`src/rtl/conv_frame_ctrl_if.sv`:
```
// Signal bundle between the frame sequencer and its environment: control,
// kernel config, pixel memory, conv engine and result memory.
interface conv_frame_ctrl_if #(
  parameter int N   = 16,
  parameter int PAW = 6,
  parameter int RAW = 4
);
  logic           start;
  logic           busy;
  logic           done;
  logic           cfg_we;
  logic [3:0]     cfg_addr;
  logic [N-1:0]   cfg_wdata;
  logic           cfg_err;
  logic [N-1:0]   k00, k01, k02, k10, k11, k12, k20, k21, k22;
  logic           pix_re;
  logic [PAW-1:0] pix_addr;
  logic [N-1:0]   pix_rdata;
  logic           eng_rst;
  logic           eng_en;
  logic [N-1:0]   eng_pixel;
  logic [N-1:0]   eng_conv_out;
  logic           eng_out_valid;
  logic           res_we;
  logic [RAW-1:0] res_addr;
  logic [N-1:0]   res_data;

  modport master (
    input  start, cfg_we, cfg_addr, cfg_wdata, pix_rdata, eng_conv_out, eng_out_valid,
    output busy, done, cfg_err, k00, k01, k02, k10, k11, k12, k20, k21, k22,
           pix_re, pix_addr, eng_rst, eng_en, eng_pixel, res_we, res_addr, res_data
  );

  modport slave (
    output start, cfg_we, cfg_addr, cfg_wdata, pix_rdata, eng_conv_out, eng_out_valid,
    input  busy, done, cfg_err, k00, k01, k02, k10, k11, k12, k20, k21, k22,
           pix_re, pix_addr, eng_rst, eng_en, eng_pixel, res_we, res_addr, res_data
  );
endinterface

```
`src/rtl/conv_frame_ctrl.sv`:
```
// Frame sequencer for the 3x3 conv engine: holds kernel weights, streams one
// IMG_N x IMG_N frame through the engine and captures the valid results.
module conv_frame_ctrl #(
  parameter int N     = 16,
  parameter int IMG_N = 6,
  parameter int PAW   = 6,
  parameter int RAW   = 4
) (
  input  logic               clk,
  input  logic               rst_n,
  conv_frame_ctrl_if.master  bus
);
  localparam int PIX_LAST = IMG_N * IMG_N - 1;
  localparam int RES_LAST = (IMG_N - 2) * (IMG_N - 2) - 1;

  typedef enum logic [2:0] {S_IDLE, S_CLEAR, S_STREAM, S_DRAIN, S_DONE} state_t;

  state_t           r_state;
  state_t           w_next;
  logic [PAW-1:0]   r_pix_cnt;
  logic [RAW-1:0]   r_res_cnt;
  logic [RAW-1:0]   r_res_addr;
  logic [N-1:0]     r_res_data;
  logic             r_res_we;
  logic             r_rd_valid;
  logic             r_flush;
  logic             r_cfg_err;
  logic [8:0][N-1:0] r_kern;

  logic w_busy, w_done, w_pix_re, w_eng_rst;
  logic w_last_pix, w_last_res, w_capture;

  assign w_last_pix = (r_pix_cnt == PAW'(PIX_LAST));
  assign w_last_res = r_res_we && (r_res_addr == RAW'(RES_LAST));
  assign w_capture  = bus.eng_out_valid && ((r_state == S_STREAM) || (r_state == S_DRAIN));

  // NOTE: sequential state uses non-blocking assignments so every flop samples pre-edge values.
  always_ff @(posedge clk) begin
    if (!rst_n) r_state <= S_IDLE;
    else        r_state <= w_next;
  end

  // NOTE: every output of this block gets a default first, so no path can infer a latch.
  always_comb begin
    w_next    = r_state;
    w_busy    = 1'b1;
    w_done    = 1'b0;
    w_pix_re  = 1'b0;
    w_eng_rst = 1'b0;
    case (r_state)
      S_IDLE: begin
        w_busy    = 1'b0;
        w_eng_rst = 1'b1;
        if (bus.start) w_next = S_CLEAR;
      end
      S_CLEAR: begin
        w_eng_rst = 1'b1;
        w_next    = S_STREAM;
      end
      S_STREAM: begin
        w_pix_re = 1'b1;
        if (w_last_pix) w_next = S_DRAIN;
      end
      S_DRAIN: begin
        if (w_last_res) w_next = S_DONE;
      end
      S_DONE: begin
        w_done = 1'b1;
        w_next = S_IDLE;
      end
      default: w_next = S_IDLE;
    endcase
  end

  // NOTE: the kernel store is nine plain flops, not a RAM, so it is reset with the rest.
  always_ff @(posedge clk) begin
    if (!rst_n) begin
      r_pix_cnt  <= '0;
      r_res_cnt  <= '0;
      r_res_addr <= '0;
      r_res_data <= '0;
      r_res_we   <= 1'b0;
      r_rd_valid <= 1'b0;
      r_flush    <= 1'b0;
      r_cfg_err  <= 1'b0;
      r_kern     <= '0;
    end else begin
      r_rd_valid <= w_pix_re;
      // One zero-pixel enable after the last real pixel lets the engine register the final window.
      r_flush    <= (r_state == S_DRAIN) && r_rd_valid;
      r_cfg_err  <= bus.cfg_we && w_busy;
      if (bus.cfg_we && !w_busy && (bus.cfg_addr <= 4'd8))
        r_kern[bus.cfg_addr] <= bus.cfg_wdata;

      if (r_state == S_CLEAR)        r_pix_cnt <= '0;
      else if (w_pix_re && !w_last_pix) r_pix_cnt <= r_pix_cnt + PAW'(1);

      if (r_state == S_CLEAR) r_res_cnt <= '0;
      else if (w_capture)     r_res_cnt <= r_res_cnt + RAW'(1);

      r_res_we <= w_capture;
      if (w_capture) begin
        r_res_data <= bus.eng_conv_out;
        r_res_addr <= r_res_cnt;
      end
    end
  end

  assign bus.busy      = w_busy;
  assign bus.done      = w_done;
  assign bus.cfg_err   = r_cfg_err;
  assign bus.k00       = r_kern[0];
  assign bus.k01       = r_kern[1];
  assign bus.k02       = r_kern[2];
  assign bus.k10       = r_kern[3];
  assign bus.k11       = r_kern[4];
  assign bus.k12       = r_kern[5];
  assign bus.k20       = r_kern[6];
  assign bus.k21       = r_kern[7];
  assign bus.k22       = r_kern[8];
  assign bus.pix_re    = w_pix_re;
  assign bus.pix_addr  = r_pix_cnt;
  assign bus.eng_rst   = w_eng_rst;
  assign bus.eng_en    = r_rd_valid | r_flush;
  assign bus.eng_pixel = r_rd_valid ? bus.pix_rdata : '0;
  assign bus.res_we    = r_res_we;
  assign bus.res_addr  = r_res_addr;
  assign bus.res_data  = r_res_data;
endmodule

```
`src/flat_wrapper.sv`:
```
// flat-port wrapper written by rule: the top's interface ports become plain ports
module conv_frame_ctrl_flat 
#(
  parameter int N     = 16,
  parameter int IMG_N = 6,
  parameter int PAW   = 6,
  parameter int RAW   = 4
)
  (clk, rst_n, bus_start, bus_cfg_we, bus_cfg_addr, bus_cfg_wdata, bus_pix_rdata, bus_eng_conv_out, bus_eng_out_valid, bus_busy, bus_done, bus_cfg_err, bus_k00, bus_k01, bus_k02, bus_k10, bus_k11, bus_k12, bus_k20, bus_k21, bus_k22, bus_pix_re, bus_pix_addr, bus_eng_rst, bus_eng_en, bus_eng_pixel, bus_res_we, bus_res_addr, bus_res_data);
  conv_frame_ctrl_if #(.N(N), .PAW(PAW), .RAW(RAW)) bus_i ();
  input  logic clk;
  input  logic rst_n;
  input wire logic [$bits(bus_i.start)-1:0] bus_start;
  input wire logic [$bits(bus_i.cfg_we)-1:0] bus_cfg_we;
  input wire logic [$bits(bus_i.cfg_addr)-1:0] bus_cfg_addr;
  input wire logic [$bits(bus_i.cfg_wdata)-1:0] bus_cfg_wdata;
  input wire logic [$bits(bus_i.pix_rdata)-1:0] bus_pix_rdata;
  input wire logic [$bits(bus_i.eng_conv_out)-1:0] bus_eng_conv_out;
  input wire logic [$bits(bus_i.eng_out_valid)-1:0] bus_eng_out_valid;
  output wire logic [$bits(bus_i.busy)-1:0] bus_busy;
  output wire logic [$bits(bus_i.done)-1:0] bus_done;
  output wire logic [$bits(bus_i.cfg_err)-1:0] bus_cfg_err;
  output wire logic [$bits(bus_i.k00)-1:0] bus_k00;
  output wire logic [$bits(bus_i.k01)-1:0] bus_k01;
  output wire logic [$bits(bus_i.k02)-1:0] bus_k02;
  output wire logic [$bits(bus_i.k10)-1:0] bus_k10;
  output wire logic [$bits(bus_i.k11)-1:0] bus_k11;
  output wire logic [$bits(bus_i.k12)-1:0] bus_k12;
  output wire logic [$bits(bus_i.k20)-1:0] bus_k20;
  output wire logic [$bits(bus_i.k21)-1:0] bus_k21;
  output wire logic [$bits(bus_i.k22)-1:0] bus_k22;
  output wire logic [$bits(bus_i.pix_re)-1:0] bus_pix_re;
  output wire logic [$bits(bus_i.pix_addr)-1:0] bus_pix_addr;
  output wire logic [$bits(bus_i.eng_rst)-1:0] bus_eng_rst;
  output wire logic [$bits(bus_i.eng_en)-1:0] bus_eng_en;
  output wire logic [$bits(bus_i.eng_pixel)-1:0] bus_eng_pixel;
  output wire logic [$bits(bus_i.res_we)-1:0] bus_res_we;
  output wire logic [$bits(bus_i.res_addr)-1:0] bus_res_addr;
  output wire logic [$bits(bus_i.res_data)-1:0] bus_res_data;
  assign bus_i.start = bus_start;
  assign bus_i.cfg_we = bus_cfg_we;
  assign bus_i.cfg_addr = bus_cfg_addr;
  assign bus_i.cfg_wdata = bus_cfg_wdata;
  assign bus_i.pix_rdata = bus_pix_rdata;
  assign bus_i.eng_conv_out = bus_eng_conv_out;
  assign bus_i.eng_out_valid = bus_eng_out_valid;
  assign bus_busy = bus_i.busy;
  assign bus_done = bus_i.done;
  assign bus_cfg_err = bus_i.cfg_err;
  assign bus_k00 = bus_i.k00;
  assign bus_k01 = bus_i.k01;
  assign bus_k02 = bus_i.k02;
  assign bus_k10 = bus_i.k10;
  assign bus_k11 = bus_i.k11;
  assign bus_k12 = bus_i.k12;
  assign bus_k20 = bus_i.k20;
  assign bus_k21 = bus_i.k21;
  assign bus_k22 = bus_i.k22;
  assign bus_pix_re = bus_i.pix_re;
  assign bus_pix_addr = bus_i.pix_addr;
  assign bus_eng_rst = bus_i.eng_rst;
  assign bus_eng_en = bus_i.eng_en;
  assign bus_eng_pixel = bus_i.eng_pixel;
  assign bus_res_we = bus_i.res_we;
  assign bus_res_addr = bus_i.res_addr;
  assign bus_res_data = bus_i.res_data;
  conv_frame_ctrl #(.N(N), .IMG_N(IMG_N), .PAW(PAW), .RAW(RAW)) u_core (.clk(clk), .rst_n(rst_n), .bus(bus_i));
endmodule
```
`config.mk`:
```
export PLATFORM = sky130hd
export DESIGN_NAME = conv_frame_ctrl_flat
export DESIGN_NICKNAME = d
export VERILOG_FILES = /design/src/rtl/conv_frame_ctrl_if.sv /design/src/rtl/conv_frame_ctrl.sv /design/src/flat_wrapper.sv
export SDC_FILE = /design/constraint.sdc
export NUM_CORES = 1
export LEC_CHECK = 0
export ABC_AREA = 1
export CELL_PAD_IN_SITES_DETAIL_PLACEMENT = 0
export CELL_PAD_IN_SITES_GLOBAL_PLACEMENT = 1
export CORE_MARGIN = 5
export CORE_UTILIZATION = 35
export CTS_BUF_LIST = sky130_fd_sc_hd__clkbuf_4 sky130_fd_sc_hd__clkbuf_8
export CTS_CLUSTER_DIAMETER = 150
export DETAILED_ROUTE_END_ITERATION = 8
export PLACE_DENSITY = 0.95
export SLEW_MARGIN = 40
export SYNTH_ARGS = -nofsm -noshare
export SYNTH_HDL_FRONTEND = slang
export SYNTH_SLANG_ARGS = --single-unit
```
`constraint.sdc`:
```
create_clock -name clk -period 2.2 [get_ports clk]
set_clock_uncertainty 0.15 [all_clocks]
set_input_delay 0.33 -clock clk [delete_from_list [all_inputs] [get_ports clk]]
set_output_delay 0.33 -clock clk [all_outputs]
set_load 0.01 [all_outputs]
```
-- Word-level counts from Yosys, hierarchy flattened
Index checks and enable logic that the tools add are counted.
- input bits: 57
- output and inout port bits: 193
- register bits: 181
- word-level logic and storage cells: 60
- eq/ne operators: 9
- reduce and logical (&&, ||, !) cells: 14
- bitwise gates (word level): 2
- order comparisons: 3
- add/subtract/negate cells: 2
- muxes and demuxes: 12
- operators with widths (cell ; number):
    $bwmux W144 ; 1
    $demux W16 S4 ; 1
    $mux W16 ; 2
    $pmux W3 S4 ; 1
    $mux W3 ; 3
    $logic_and A1 B1 Y1 ; 8
    $add A6 B1 Y6 const B ; 1
    $eq A3 B2 Y1 const B ; 2
    $eq A6 B6 Y1 const B ; 1
    $lt A4 B5 Y1 const B ; 1
    $add A4 B1 Y4 const B ; 1
    $eq A4 B4 Y1 const B ; 1
    $ge A4 B1 Y1 const B ; 1
    $le A4 B4 Y1 const B ; 1
    $mux W1 ; 4
    $ne A2 B1 Y1 const B ; 2
    $reduce_or A2 Y1 ; 2
    $eq A3 B1 Y1 const B ; 1
    $eq A3 B3 Y1 const B ; 1
    $logic_not A3 Y1 ; 1
    $reduce_and A3 Y1 ; 1
    $ne A2 B2 Y1 const B ; 1
    $logic_not A1 Y1 ; 1
    $logic_or A1 B1 Y1 ; 1
    2 further kinds ; 2

-- Longest topological paths before layout
Gate-level depths: netlist (run 1).
- depth after elaboration: 5
- gate-level depth with buffers: 9
- depth with buffers taken out: 8

-- Worst setup path before layout (run 1)
No wires, ideal clock.
- path type: register to register
- from: reg u_core.r_state[2]
- to: reg u_core.r_kern (netlist bit u_core.bus.k01[10])
- library setup time: 0.113 ns
- cell stages (with the launch flop): 9
- path buffers: 2
- clock period less this slack: 1.554 ns
- path slack: 0.646 ns
- arrival time: 1.291 ns
- required time: 1.937 ns
- cells stage by stage: dfxtp_1 -> nor2_2 -> nand2_2 -> nor2_8 -> buf_6 -> nand3_4 -> buf_2 -> nor2_1 -> nor2_1
- cells in the longest elaborated chain, start to end: 3
- RTL lines (element ; RTL line ; text):
    from (decl) ; conv_frame_ctrl.sv:18 ; state_t r_state;
    from (signal assigned) ; conv_frame_ctrl.sv:40 ; else r_state <= w_next;
    $logic_not A3 Y1 ; conv_frame_ctrl.sv:50 ; case (r_state)
    $logic_and A1 B1 Y1 (2 in a row) ; conv_frame_ctrl.sv:92 ; if (bus.cfg_we && !w_busy && (bus.cfg_addr <= 4'd8))
    to (signal, indexed assignment) ; conv_frame_ctrl.sv:93 ; r_kern[bus.cfg_addr] <= bus.cfg_wdata;
    to (decl) ; conv_frame_ctrl.sv:28 ; logic [8:0][N-1:0] r_kern;
No other way between the ends.
A chain may end at the register's enable or synchronous reset.

-- Worst setup path after layout (run 1)
- from: reg u_core.r_rd_valid
- to: out bus_eng_pixel[7]
- cells in the longest elaborated chain, start to end: 1
- RTL lines (element ; RTL line ; text):
    from (decl) ; conv_frame_ctrl.sv:25 ; logic r_rd_valid;
    from (signal assigned) ; conv_frame_ctrl.sv:88 ; r_rd_valid <= w_pix_re;
    $mux W16 ; conv_frame_ctrl.sv:125 ; assign bus.eng_pixel = r_rd_valid ? bus.pix_rdata : '0;
    to (decl) ; flat_wrapper.sv:36 ; output wire logic [$bits(bus_i.eng_pixel)-1:0] bus_eng_pixel;
No other way between the ends.

==> results.yml, run 1 <==
cts:
  cts_sinks: 181
  insertion_delay_ns: 0.45
  cts_tree: "done"
  clk_path_buf_depth: 2
  clkTransAtPathRegs_ns: 0.09
  htree_levels: 4
  numCtsBuffers: 17
  cts_root_buf: "clkbuf_8"
placement:
  hpwl_um: 17800
  port_buffers: 249
  post-place-ws_ns: -0.0217
  place_inst: 1640
  gp_congestion: 0.808
final_layout:
  syn_to_final_growth_pct: 43.4
  final_common_cell: "nand2_1"
  final_core_util_pct: 51.3
  antennaDiodeCount: 0
  final_cell_mix: "nand2_1 (345), nor2_1 (297), clkdlybuf4s50_1 (239)"
  nFillCells: 2121
  final_cells: 1673
  drive_gt1_share_pct: 5.72
  nNetsFinal: 1445
die:
  num_rows: 53
  fp.dieW_um: 157
  num_io_pins: 250
  die_area_mm2: 0.0246
  die_h_um: 157
  start_util_pct: 35.8
  core_area_mm2: 0.0211
timing:
  finalCriticalPeriod_ns: 2.08
  finalCritPeriodShare_pct: 94.7
  fmax_ghz: 0.480
  tightestPinTransition_ns: 0.692
  slew_viol_final: 0
  rsz0062_at_grt: "no"
  finalSetupViolCount: 0
  slew_headroom_pct: 53.8
  postLayoutSetupSlackWorst_ns: 0.118
  setup_tns_ns: 0
  hold_viol_final: 0
synthesis:
  synth_nets: 1199
  yosysWarnings: 0
  syn_inst: 1140
  synth.yosys.seq_area_share_pct: 48.0
  synth_area_per_cell_um2: 6.62
  ys_seq_elements: 181
  synthesis.area_mm2: 0.00754
  synth.distinct_cells: 23
worst_setup_path:
  crit_type: "flip-flop to output pin"
  critPathMaxFanout: 8
  crit_chain: "buf_4 -> nand2_1 -> inv_1 -> clkdlybuf4s50_1"
  startpoint_type: "flip-flop"
  critical_path_buf_inv_count: 3
  arrival_ns: 1.60
  slowest_stage: "clkdlybuf4s50_1"
  max_stage_delay_ns: 0.52
  cp-end-kind: "output pin"
  r2r-start: "u_core.r_state[2]"
  worstPathRequired_ns: 1.72
  crit_path_start: "u_core.r_rd_valid"
  crit_family: "buffers and inverters"
pwr:
  max-vdd-ir-drop_mv: 0.357
  p_leak_nw: 5.10
  power_density_mw_per_mm2: 693
  fin_total_pwr_mw: 7.50
detailed_routing:
  wire_per_inst_um: 14.4
  ant_nets: 0
  drtPass1Iterations: 5
  routed_wl_um: 24100
  drt_iter0_drc: 414
  viasPerCell: 4.38
  route.vias.total: 7331
  drcViolationCount: 0
global_route:
  grt_pass1_vias: 6909
  antenna_found_initial: 0
  grt_util_all_layers_pct: 19.4
  grt_max_degree: 145
  grt.overflow.total: 0
  grt_pass1_wl_um: 37100
min_path:
  hp-class: "input port to flip-flop"
  hold_start: "bus_eng_conv_out[14]"
status:
  outcome: "finished, final reports clean"
run:
  drv_cap: 0
-- final cells by class --
cell class | count | area, um^2 | share of cell area [%]
multi-input combinational | 740 | 3020 | 27.9
timing repair buffer | 281 | 2830 | 26.1
sequential | 181 | 3630 | 33.6
tap | 275 | 344 | 3.18
clock inverter | 12 | 118 | 1.09
clock buffer | 19 | 262 | 2.42
inverter | 165 | 619 | 5.73
-- worst paths after layout --
check / to / slack, ns / depth (start not counted)
max: bus_eng_pixel[7] / 0.12 / 4
min: u_core.bus.res_data[14] / 0.28 / 3
max reg2reg: u_core.bus.k22[11] / 0.34 / 7
min reg2reg: u_core.bus.res_data[1] / 0.32 / 2
-- where the power goes --
group          internal (mW)  switching, mW
Sequential              3.45          0.135
Combinational          0.734          0.941
Clock                  0.973           1.26
-- stage by stage --
| step | instance area, um^2 | hold slack (ns) |
|---|---|---|
| final | 10800 | 0.280 |
| after global routing | 10800 | 0.253 |
| after CTS | 10800 | 0.245 |
| after detailed placement | 10400 | 0.305 |
| after global placement | 10400 | 0.302 |
| after floorplan | 7540 | 0.303 |
-- synthesized netlist by cell type --
library cell	instances	area share [%]
a21oi_1	27	1.8
buf_2	19	1.3
buf_4	1	0.10
buf_6	7	1.0
clkbuf_1	27	1.3
dfxtp_1	181	48
ha_1	2	0.33
inv_1	162	8.1
inv_2	3	0.15
nand2_1	345	17
nand2_2	2	0.17
nand3_1	14	0.93
nand3_2	1	0.13
nand3_4	3	0.70
nand4_1	16	1.3
nor2_1	297	15
nor2_2	4	0.33
nor2_8	1	0.27
nor3_1	3	0.20
o21ai_0	20	1.3
or2_2	1	0.083
xnor2_1	3	0.35
xor2_1	1	0.12
-- what timing repair did --
action,in CTS,in global routing
resized for setup,4,11
hold buffers,1,0
setup buffers,0,0
hold endpoints to repair,1,0
pin swaps,0,0
cloned,1,0
setup endpoints to repair,7,14
-- layer usage --
layer / wire length, um / vias up / global-route usage (%) / part of all wire [%]
li1: - / 3830 / - / -
met2: 11100 / 205 / 31.3 / 46
met1: 10600 / 3265 / 24.2 / 44
met3: 1970 / 31 / 7.13 / 8.2
met4: 483 / 0 / 5.83 / 2.0
met5: 0 / - / 0 / 0
-- worst register-to-register path, delay by kind of cell, from the launching register on --
kind | cells | cell delay [ns]
buffers and inverters | 1 | 0.31
flip-flops | 1 | 0.35
AND/OR/NAND/NOR | 6 | 0.99
-- logic make-up (layout without fill, tap and decap cells) --
kind of cell	after synthesis	count (layout)	share of synthesized area [%]
flops	181	181	48.0
compound gates	47	47	3.12
fa+ha+maj	2	2	0.332
buf+inv	219	477	12.0
xor+xnor	4	4	0.465
simple gates	687	687	36.1
Note: power is estimated with default switching activity, not from simulation.
==> inputs of run 2 (changes only) <==
--- a/config.mk
+++ b/config.mk
@@ -11,7 +11,6 @@
 export CORE_MARGIN = 5
 export CORE_UTILIZATION = 35
 export CTS_BUF_LIST = sky130_fd_sc_hd__clkbuf_4 sky130_fd_sc_hd__clkbuf_8
-export CTS_CLUSTER_DIAMETER = 150
 export DETAILED_ROUTE_END_ITERATION = 8
 export PLACE_DENSITY = 0.95
 export SLEW_MARGIN = 40
==> results of run 2 <==
Final layout, timing and power as in run 1 (identical DEF).
